### src/rtl/video_deserializer.sv
// rtl/video_deserializer.sv - serial dot stream to tagged 16-bit words with a 2-entry FIFO
//
// Regroups dots sampled on pixel_clk_i into 16-bit words, first dot in bit 15.
// Each word is tagged with its word column and scanline. Words are staged in
// one register and then written to a first-word-fall-through FIFO, so a word
// reaches the FIFO head one clock after its last dot is sampled.

module video_deserializer #(
   parameter int COL_W = 7,
   parameter int ROW_W = 9
) (
   input  logic             pixel_clk_i,
   input  logic             reset_n_i,
   input  logic             video_i,
   input  logic             display_en_i,
   input  logic             vsync_i,
   output logic [15:0]      word_o,
   output logic [COL_W-1:0] col_o,
   output logic [ROW_W-1:0] row_o,
   output logic             partial_o,
   output logic             valid_o,
   input  logic             ready_i,
   output logic             overflow_o
);

   typedef enum logic [1:0] {SYNC, WAIT_ROW, SHIFT} state_t;

   state_t             state;
   logic               de_q;
   logic               vs_q;
   logic [15:0]        sr;
   logic [3:0]         bit_cnt;
   logic [COL_W-1:0]   col;
   logic [ROW_W-1:0]   row;

   // Staging register between the capture logic and the FIFO
   logic               push_q;
   logic [15:0]        push_word;
   logic [COL_W-1:0]   push_col;
   logic [ROW_W-1:0]   push_row;
   logic               push_partial;

   // FIFO storage
   logic [15:0]        mem_word [2];
   logic [COL_W-1:0]   mem_col  [2];
   logic [ROW_W-1:0]   mem_row  [2];
   logic               mem_part [2];
   logic               wr_ptr;
   logic               rd_ptr;
   logic [1:0]         count;
   logic               overflow_q;

   logic               de_rise;
   logic               de_fall;
   logic               vs_rise;
   logic [15:0]        sr_next;
   logic [4:0]         pad;
   logic               full;
   logic               pop;
   logic               do_push;

   assign de_rise = display_en_i & ~de_q;
   assign de_fall = ~display_en_i & de_q;
   assign vs_rise = vsync_i & ~vs_q;
   assign sr_next = {sr[14:0], video_i};
   // Left-justify a short word so its first dot still lands in bit 15
   assign pad     = 5'd16 - {1'b0, bit_cnt};

   assign full    = (count == 2'd2);
   assign pop     = valid_o & ready_i;
   // A full FIFO still accepts a word when the head leaves on the same edge
   assign do_push = push_q & (~full | pop);

   // Frame/row tracking, dot shifting and word completion
   always_ff @(posedge pixel_clk_i or negedge reset_n_i) begin
      if (!reset_n_i) begin
         state        <= SYNC;
         de_q         <= 1'b0;
         vs_q         <= 1'b0;
         sr           <= '0;
         bit_cnt      <= '0;
         col          <= '0;
         row          <= '0;
         push_q       <= 1'b0;
         push_word    <= '0;
         push_col     <= '0;
         push_row     <= '0;
         push_partial <= 1'b0;
      end else begin
         de_q   <= display_en_i;
         vs_q   <= vsync_i;
         push_q <= 1'b0;
         if (vs_rise) begin
            // New frame: any word in progress is abandoned
            row     <= '0;
            col     <= '0;
            bit_cnt <= '0;
            state   <= WAIT_ROW;
         end else begin
            case (state)
               SYNC: begin
               end
               WAIT_ROW: begin
                  if (de_rise) begin
                     sr      <= {15'd0, video_i};
                     bit_cnt <= 4'd1;
                     col     <= '0;
                     state   <= SHIFT;
                  end
               end
               SHIFT: begin
                  if (display_en_i) begin
                     sr <= sr_next;
                     if (bit_cnt == 4'd15) begin
                        push_q       <= 1'b1;
                        push_word    <= sr_next;
                        push_col     <= col;
                        push_row     <= row;
                        push_partial <= 1'b0;
                        bit_cnt      <= '0;
                        col          <= col + 1'b1;
                     end else begin
                        bit_cnt <= bit_cnt + 4'd1;
                     end
                  end else if (de_fall) begin
                     if (bit_cnt != 4'd0) begin
                        push_q       <= 1'b1;
                        push_word    <= sr << pad;
                        push_col     <= col;
                        push_row     <= row;
                        push_partial <= 1'b1;
                     end
                     row   <= row + 1'b1;
                     state <= WAIT_ROW;
                  end
               end
               default: state <= SYNC;
            endcase
         end
      end
   end

   // Two-entry FIFO with sticky overflow; a drop on a vs_rise cycle keeps the flag set
   always_ff @(posedge pixel_clk_i or negedge reset_n_i) begin
      if (!reset_n_i) begin
         for (int i = 0; i < 2; i++) begin
            mem_word[i] <= '0;
            mem_col[i]  <= '0;
            mem_row[i]  <= '0;
            mem_part[i] <= 1'b0;
         end
         wr_ptr     <= 1'b0;
         rd_ptr     <= 1'b0;
         count      <= '0;
         overflow_q <= 1'b0;
      end else begin
         if (do_push) begin
            mem_word[wr_ptr] <= push_word;
            mem_col[wr_ptr]  <= push_col;
            mem_row[wr_ptr]  <= push_row;
            mem_part[wr_ptr] <= push_partial;
            wr_ptr           <= ~wr_ptr;
         end
         if (pop) begin
            rd_ptr <= ~rd_ptr;
         end
         case ({do_push, pop})
            2'b10:   count <= count + 2'd1;
            2'b01:   count <= count - 2'd1;
            default: count <= count;
         endcase
         if (push_q && full && !pop) begin
            overflow_q <= 1'b1;
         end else if (vs_rise) begin
            overflow_q <= 1'b0;
         end
      end
   end

   assign valid_o    = (count != 2'd0);
   assign word_o     = valid_o ? mem_word[rd_ptr] : '0;
   assign col_o      = valid_o ? mem_col[rd_ptr]  : '0;
   assign row_o      = valid_o ? mem_row[rd_ptr]  : '0;
   assign partial_o  = valid_o ? mem_part[rd_ptr] : 1'b0;
   assign overflow_o = overflow_q;

endmodule

### config.mk
export PLATFORM = sky130hd
export DESIGN_NAME = video_deserializer
export DESIGN_NICKNAME = d
export VERILOG_FILES = /design/src/rtl/video_deserializer.sv
export SDC_FILE = /design/constraint.sdc
export NUM_CORES = 1
export LEC_CHECK = 0
export BUFFER_PORTS_ARGS = -buffer_cell sky130_fd_sc_hd__buf_4
export CAP_MARGIN = 20
export CORE_MARGIN = 8
export CORE_UTILIZATION = 49
export DETAILED_ROUTE_END_ITERATION = 6
export GPL_TIMING_DRIVEN = 1
export PLACE_DENSITY = 0.75
export SLEW_MARGIN = 10
export SYNTH_ARGS = -nofsm -noshare
export SYNTH_HDL_FRONTEND = slang
export SYNTH_SLANG_ARGS = --single-unit
### constraint.sdc
create_clock -name pixel_clk_i -period 4.6 [get_ports pixel_clk_i]
set_input_delay 0.46 -clock pixel_clk_i [delete_from_list [all_inputs] [get_ports pixel_clk_i]]
set_output_delay 0.46 -clock pixel_clk_i [all_outputs]
set_load 0.005 [all_outputs]
==> impl_metrics.env, run 1 <==
export IMPL_outcome="complete, no violations"
export IMPL_core_area_um2=14400
export IMPL_synth_most_common_cell="sky130_fd_sc_hd__dfrtp_1"
export IMPL_synth_largest_area_cell="sky130_fd_sc_hd__dfrtp_1"
export IMPL_synth_seq_cells=145
export IMPL_wire_length_reported_by_the_detailed_router_mm=15.4
export IMPL_first_pass_iters=5
export IMPL_worstSetupEndpointType="flip-flop"
export IMPL_die_area_um2=18800
export IMPL_synth_async_sr_flop_share=1.00
export IMPL_globalRouteOverflowTotal=0
export IMPL_worstPathCellList="inv_2, ha_1, mux2_2, mux4_2, a31oi_1, a31oi_1"
export IMPL_timing_worst_slew_pin_value_ps=1010
export IMPL_portBuffers=40
export IMPL_grtUsageTotal=0.174
export IMPL_synth_net_count=647
export IMPL_timing_final_crit_share=0.705
export IMPL_sequential_cell_area_um2=3630
export IMPL_synth_compound_area_share=0.0847
export IMPL_required_ps=4900
export IMPL_clk_pin_slew_worst_paths_ps=60
export IMPL_ctsRootBufferMaster="sky130_fd_sc_hd__clkbuf_16"
export IMPL_timing_hold_violations_final=0
export IMPL_cts_tree="done"
export IMPL_synth_simple_area_share=0.124
export IMPL_cp_launch_type="flip-flop"
export IMPL_insertion_delay_ps=420
export IMPL_drive_above_1_share=0.266
export IMPL_die_h_um=137
export IMPL_number_of_global_route_vias_before_repair=4971
export IMPL_path_class="reg -> reg"
export IMPL_syn_area_per_cell_um2=11.3
export IMPL_crit_path_most_repeated_cell="sky130_fd_sc_hd__a31oi_1"
export IMPL_largest_net_degree_at_the_start_of_global_routing=105
export IMPL_tritoncts_num_sinks=145
export IMPL_wl_per_cell_um=18.1
export IMPL_report_final_setup_viol=0
export IMPL_synth_largest_type_area_fraction=0.506
export IMPL_largest_family_of_logic_cells_by_synthesized_area="multiplexers"
export IMPL_finalWorstSetupSlack_ps=1360
export IMPL_yosys_warnings=0
export IMPL_achievable_frequency_mhz=308
export IMPL_dr_total_vias=5032
export IMPL_critical_path_max_stage_delay_ps=890
export IMPL_rsz0062_at_grt="no"
export IMPL_ctsResizeCount=0
export IMPL_synthCells=633
export IMPL_final_min_clock_period_ps=3240
export IMPL_chipWidth_um=137
export IMPL_num_antenna_cells=0
export IMPL_setup_tns_final_ps=0
export IMPL_fin_skew_ps=3.78
export IMPL_initial_utilization=0.497
export IMPL_synthXorXnorAreaFrac=0.0159
export IMPL_holdBufCountCts=0
export IMPL_synthFlopType="sky130_fd_sc_hd__dfrtp_1"
export IMPL_seq_area_frac_synth=0.506
export IMPL_synth_area_um2=7170
export IMPL_grt_pass1_wl_mm=25.8
export IMPL_areaGrowthSynthToFinish_pct=13.6
export IMPL_pre_cts_ws_ps=1380
export IMPL_multi_input_area_um2=3300
export IMPL_post_synth_mux_area_share=0.221
export IMPL_cp_arrival_ps=3540
export IMPL_route_antenna_remaining_nets=0
export IMPL_max_rail_drop_vdd_v=0.000327
export IMPL_stdcell_area_um2=8140
export IMPL_cts_htree_levels=4
export IMPL_dpl_instance_area_um2=7570
export IMPL_route_detailed_drc=0
export IMPL_leakage_nw=3.90
export IMPL_hold_worst_slack_ps=162
export IMPL_synth_edff_count=0
export IMPL_routed_via_density=5.89
export IMPL_slew_viol_final=0
export IMPL_critical_path_slowest_cell="sky130_fd_sc_hd__ha_1"
export IMPL_cap_viol_max_count=0
export IMPL_num_rows=44
export IMPL_drt_first_iter_violations=475
export IMPL_gp_routability_congestion=0.863
export IMPL_ys_top_cells_by_count="145 x sky130_fd_sc_hd__dfrtp_1, 83 x sky130_fd_sc_hd__mux2_2, 60 x sky130_fd_sc_hd__nand2_1, 60 x sky130_fd_sc_hd__nor2_1, 37 x sky130_fd_sc_hd__mux2i_1"
export IMPL_num_nets_final=672
export IMPL_synth_distinct_cells=52
export IMPL_postCtsSetupRepairBufs=0
export IMPL_worst_path_max_fanout=22
export IMPL_ioPinCount=41
export IMPL_synth_adder_area_share=0.0140
export IMPL_fillerInstances=1159
export IMPL_tritoncts_num_buffers=17
export IMPL_hpwl_mm=10.3
export IMPL_hold_path_class="in -> async"
export IMPL_synth_area_top_cells="sky130_fd_sc_hd__dfrtp_1 51%, sky130_fd_sc_hd__mux2_2 13%, sky130_fd_sc_hd__mux2i_1 5.2%"
export IMPL_cts_buffer_depth=2
export IMPL_power_density_nw_per_um2=495
export IMPL_antenna_found_initial=0
export IMPL_timing_max_slew_rel_slack=0.320
## registers in the layout, summed over array words and instances (netlist names), 9 cells and up
name and count:
mem_col 14, mem_row 18, mem_word 32, push_row 9, push_word 16, row 9, sr 16
## layout make-up
class	count	share of cell area
Inverter	15	0.00691
Sequential cell	145	0.446
Clock inverter	5	0.00968
Tap cell	184	0.0283
Clock buffer	26	0.0601
Timing Repair Buffer	47	0.0438
Multi-Input combinational cell	432	0.406
## power breakdown
part	switching [mW]	total [mW]	internal [mW]
registers	0.258	1.71	1.46
clock network	0.492	1.33	0.837
logic	0.518	0.984	0.467
## routing by layer
layer | vias to the layer above | global-route usage | share of wire
li1 | 2322 | - | -
met1 | 2558 | 0.235 | 0.47
met2 | 131 | 0.268 | 0.47
met3 | 21 | 0.0411 | 0.047
met4 | 0 | 0.0597 | 0.017
met5 | - | 0 | 0
## path summary, 6_finish.rpt
path	from	endpoint	slack (ps)	cells past startpoint
hold reg to reg	push_row[7]$_DFFE_PN0P_	push_row[7]$_DFFE_PN0P_	500	2
setup reg to reg	bit_cnt[0]$_DFFE_PN0P_	push_word[14]$_DFFE_PN0P_	1360	6
setup / recovery	bit_cnt[0]$_DFFE_PN0P_	push_word[14]$_DFFE_PN0P_	1360	6
max in group asynchronous	reset_n_i	mem_word[16]$_DFFE_PN0P_	3330	2
hold / removal	reset_n_i	row[7]$_DFFE_PN0P_	160	1
min in group pixel_clk_i	vsync_i	vs_q$_DFF_PN0_	160	1
## metrics by stage
step | utilization | std cells | total power [mW]
finish | 0.565 | 854 | 4.03
global route | 0.565 | 854 | 4.22
CTS | 0.564 | 854 | 4.05
detailed placement | 0.525 | 823 | 2.72
global placement | 0.525 | 823 | 2.68
floorplan | - | 633 | 2.41
## worst max-delay path, delay by kind of cell, from the launching register on
kind	cells	cell delay [ps]
flops	1	760
compound gates	2	290
buf+inv	1	260
fa+ha+maj	1	890
mux	2	930
## placed cells by master (no fill, tap or decap), drive strengths merged, types with 4 or more instances in the layout
master / instances
a21oi: 18
a22o: 17
a31oi: 12
buf: 47
clkbuf: 26
dfrtp: 145
ha: 8
inv: 15
mux2: 83
mux2i: 37
mux4: 12
nand2: 60
nand2b: 7
nand3: 18
nor2: 61
nor2b: 4
nor3: 8
o211ai: 6
o21ai: 21
or3: 4
xnor2: 9
xor2: 4
## cell families after synthesis
logic type	Yosys count
AND/OR/NAND/NOR	189
flip-flops	145
multiplexers	132
AO/OA/AOI/OAI	90
buffers and inverters	56
XOR/XNOR	13
adder cells (fa/ha/maj)	8
No activity file was read; power rests on OpenSTA's default activity.
==> inputs of run 2 (changes only) <==
--- a/config.mk
+++ b/config.mk
@@ -5,13 +5,14 @@
 export SDC_FILE = /design/constraint.sdc
 export NUM_CORES = 1
 export LEC_CHECK = 0
+export ABC_AREA = 1
 export BUFFER_PORTS_ARGS = -buffer_cell sky130_fd_sc_hd__buf_4
 export CAP_MARGIN = 20
 export CORE_MARGIN = 8
 export CORE_UTILIZATION = 49
 export DETAILED_ROUTE_END_ITERATION = 6
 export GPL_TIMING_DRIVEN = 1
-export PLACE_DENSITY = 0.75
+export PLACE_DENSITY = 0.78
 export SLEW_MARGIN = 10
 export SYNTH_ARGS = -nofsm -noshare
 export SYNTH_HDL_FRONTEND = slang
==> constraint.sdc (replaced) <==
create_clock -name pixel_clk_i -period 2.8 [get_ports pixel_clk_i]
set_input_delay 0.28 -clock pixel_clk_i [delete_from_list [all_inputs] [get_ports pixel_clk_i]]
set_output_delay 0.28 -clock pixel_clk_i [all_outputs]
set_load 0.005 [all_outputs]
==> run 2 against run 1 <==
  * Flip-flop and latch count stayed put
  * Maximum frequency up 61%
  * Wire length rose by 4.7%
  * Die area rose by 0.45%
==> impl_metrics.env, run 2 <==
export IMPL_outcome="complete, no violations"
export IMPL_timing_hold_violations_final=0
export IMPL_max_rail_drop_vdd_v=0.000548
export IMPL_chipWidth_um=137
export IMPL_synth_seq_cells=145
export IMPL_biggestRegsByFlops="mem_word x32, mem_row x18"
export IMPL_cp_launch_type="flip-flop"
export IMPL_insertion_delay_ps=410
export IMPL_drt_first_iter_violations=579
export IMPL_hold_path_class="in -> reg"
export IMPL_max_reg_flops=32
export IMPL_initial_utilization=0.499
export IMPL_first_pass_iters=5
export IMPL_cap_viol_max_count=0
export IMPL_num_nets_final=960
export IMPL_synth_net_count=931
export IMPL_mostFrequentLayoutCells="289 x sky130_fd_sc_hd__nand2_1, 145 x sky130_fd_sc_hd__dfrtp_1, 97 x sky130_fd_sc_hd__inv_1"
export IMPL_fin_skew_ps=5.68
export IMPL_die_h_um=137
export IMPL_syn_area_per_cell_um2=7.86
export IMPL_cp_arrival_ps=2330
export IMPL_r2r_slack_ps=780
export IMPL_leakage_nw=3.85
export IMPL_setup_tns_final_ps=0
export IMPL_synthCells=917
export IMPL_seq_area_frac_synth=0.504
export IMPL_rsz0062_at_grt="no"
export IMPL_worstSetupEndpointType="flip-flop"
export IMPL_timing_worst_slew_pin_value_ps=601
export IMPL_globalRouteOverflowTotal=0
export IMPL_grtUsageTotal=0.181
export IMPL_ctsRootBufferMaster="sky130_fd_sc_hd__clkbuf_16"
export IMPL_hpwl_mm=10.8
export IMPL_routed_via_density=5.34
export IMPL_cts_htree_levels=4
export IMPL_tritoncts_num_buffers=17
export IMPL_num_antenna_cells=0
export IMPL_route_antenna_remaining_nets=0
export IMPL_synth_area_top_cells="sky130_fd_sc_hd__dfrtp_1 50%, sky130_fd_sc_hd__nand2_1 15%, sky130_fd_sc_hd__nand3_1 5.4%"
export IMPL_wl_per_cell_um=14.2
export IMPL_wire_length_reported_by_the_detailed_router_mm=16.2
export IMPL_ys_top_cells_by_count="289 x sky130_fd_sc_hd__nand2_1, 145 x sky130_fd_sc_hd__dfrtp_1, 97 x sky130_fd_sc_hd__inv_1, 78 x sky130_fd_sc_hd__nand3_1, 52 x sky130_fd_sc_hd__o21ai_0"
export IMPL_timing_final_crit_share=0.721
export IMPL_synthFlopType="sky130_fd_sc_hd__dfrtp_1"
export IMPL_synth_largest_area_cell="sky130_fd_sc_hd__dfrtp_1"
export IMPL_registers_top_by_ff_count="mem_word"
export IMPL_route_detailed_drc=0
export IMPL_clk_pin_slew_worst_paths_ps=60
export IMPL_required_ps=3110
export IMPL_synth_async_sr_flop_share=1.00
export IMPL_grt_pass1_wl_mm=27.8
export IMPL_dr_total_vias=6088
export IMPL_worst_path_max_fanout=31
export IMPL_synth_area_um2=7200
export IMPL_areaGrowthSynthToFinish_pct=13.6
export IMPL_synth_distinct_cells=34
export IMPL_postCtsSetupRepairBufs=0
export IMPL_num_rows=44
export IMPL_synth_edff_count=0
export IMPL_timing_max_slew_rel_slack=0.600
export IMPL_drive_above_1_share=0.120
export IMPL_report_final_setup_viol=0
export IMPL_power_density_nw_per_um2=1030
export IMPL_die_area_um2=18800
export IMPL_layout_cells_most_common="sky130_fd_sc_hd__nand2_1"
export IMPL_post_layout_total_power_mw=8.46
export IMPL_core_area_um2=14400
export IMPL_achievable_frequency_mhz=495
export IMPL_largest_net_degree_at_the_start_of_global_routing=66
export IMPL_final_min_clock_period_ps=2020
export IMPL_path_class="reg -> reg"
export IMPL_ioPinCount=41
export IMPL_slew_viol_final=0
export IMPL_cts_tree="done"
export IMPL_tritoncts_num_sinks=145
export IMPL_antenna_found_initial=0
export IMPL_synth_largest_type_area_fraction=0.504
export IMPL_gp_routability_congestion=0.943
export IMPL_portBuffers=40
export IMPL_number_of_global_route_vias_before_repair=5728
export IMPL_cts_buffer_depth=2
export IMPL_yosys_warnings=0
export IMPL_synth_most_common_cell="sky130_fd_sc_hd__nand2_1"
run 2: cell count changes in the layout (fill, tap and decap cells not counted), sizes merged, moves of 7 or more:
cell,before,now
a31oi,12,1
nand2b,7,0
nand3,18,79
nand2,60,295
a21oi,18,51
nor2,61,44
mux2i,37,0
o21ai,21,105
a22o,17,0
mux4,12,0
inv,15,104
xnor2,9,2
o22ai,1,16
mux2,83,0
run 2: metal layers:
| layer | track usage | part of all wire |
|---|---|---|
| met1 | 0.251 | 0.47 |
| met2 | 0.280 | 0.47 |
| met3 | 0.0401 | 0.053 |
| met4 | 0.0519 | 0.0092 |
| met5 | 0 | 0 |
run 2: area by class of cell:
| cell class | count | area, um^2 |
|---|---|---|
| Tap cell | 184 | 230 |
| Clock buffer | 21 | 460 |
| Inverter | 104 | 390 |
| Sequential cell | 145 | 3630 |
| Timing Repair Buffer | 54 | 439 |
| Fill cell | 1276 | 6240 |
| Clock inverter | 9 | 85.1 |
| Multi-Input combinational cell | 624 | 2950 |
run 2: kinds of logic after synthesis:
logic type	count (synthesis)	share of synthesized area
compound gates	181	0.138
xor+xnor	4	0.00486
fa+ha+maj	8	0.0139
buf+inv	148	0.0879
flops	145	0.504
simple gates	431	0.252
run 2: repair_timing:
| action | CTS | global route |
|---|---|---|
| endpoints found under the hold margin | 64 | 0 |
| gates resized for setup | 0 | 0 |
| hold buffers | 2 | 0 |
run 2: worst max-delay path, cell delays in order (launching register included):
cell and delay (ps):
sky130_fd_sc_hd__dfrtp_1 370, sky130_fd_sc_hd__inv_1 70, sky130_fd_sc_hd__ha_1 300, sky130_fd_sc_hd__nand2_2 190, sky130_fd_sc_hd__nor2_4 70, sky130_fd_sc_hd__nand2_2 230
sky130_fd_sc_hd__buf_4 380, sky130_fd_sc_hd__nand2_1 130, sky130_fd_sc_hd__nand2_1 110, sky130_fd_sc_hd__inv_1 50
run 2: per-stage QoR:
step	instances	hold WS, ps	utilization	setup WS (ps)	instance area [um^2]
4_1_cts	1141	73.2	0.567	772	8180
6_report	1141	93.5	0.567	780	8180
5_1_grt	1141	76.4	0.567	575	8180
2_1_floorplan	917	-15.6	-	824	7200
3_5_place_dp	1109	315	0.528	815	7620
3_3_place_gp	1109	315	0.528	931	7620
run 2: where the power goes:
part | leakage (nW) | switching, mW | internal (mW)
clock network | 0.261 | 0.843 | 1.26
registers | 1.94 | 0.333 | 2.65
logic | 1.66 | 2.22 | 1.16
run 2: final timing paths:
path                                          from                   endpoint  depth (start not counted)
min                                   display_en_i             de_q$_DFF_PN0_                          1
max in group asynchronous                reset_n_i   mem_word[26]$_DFFE_PN0P_                          3
min in group asynchronous                reset_n_i         row[3]$_DFFE_PN0P_                          2
max                           state[0]$_DFFE_PN0P_  push_word[13]$_DFFE_PN0P_                          9
min reg2reg                push_row[4]$_DFFE_PN0P_    push_row[4]$_DFFE_PN0P_                          2
max reg2reg                   state[0]$_DFFE_PN0P_  push_word[13]$_DFFE_PN0P_                          9
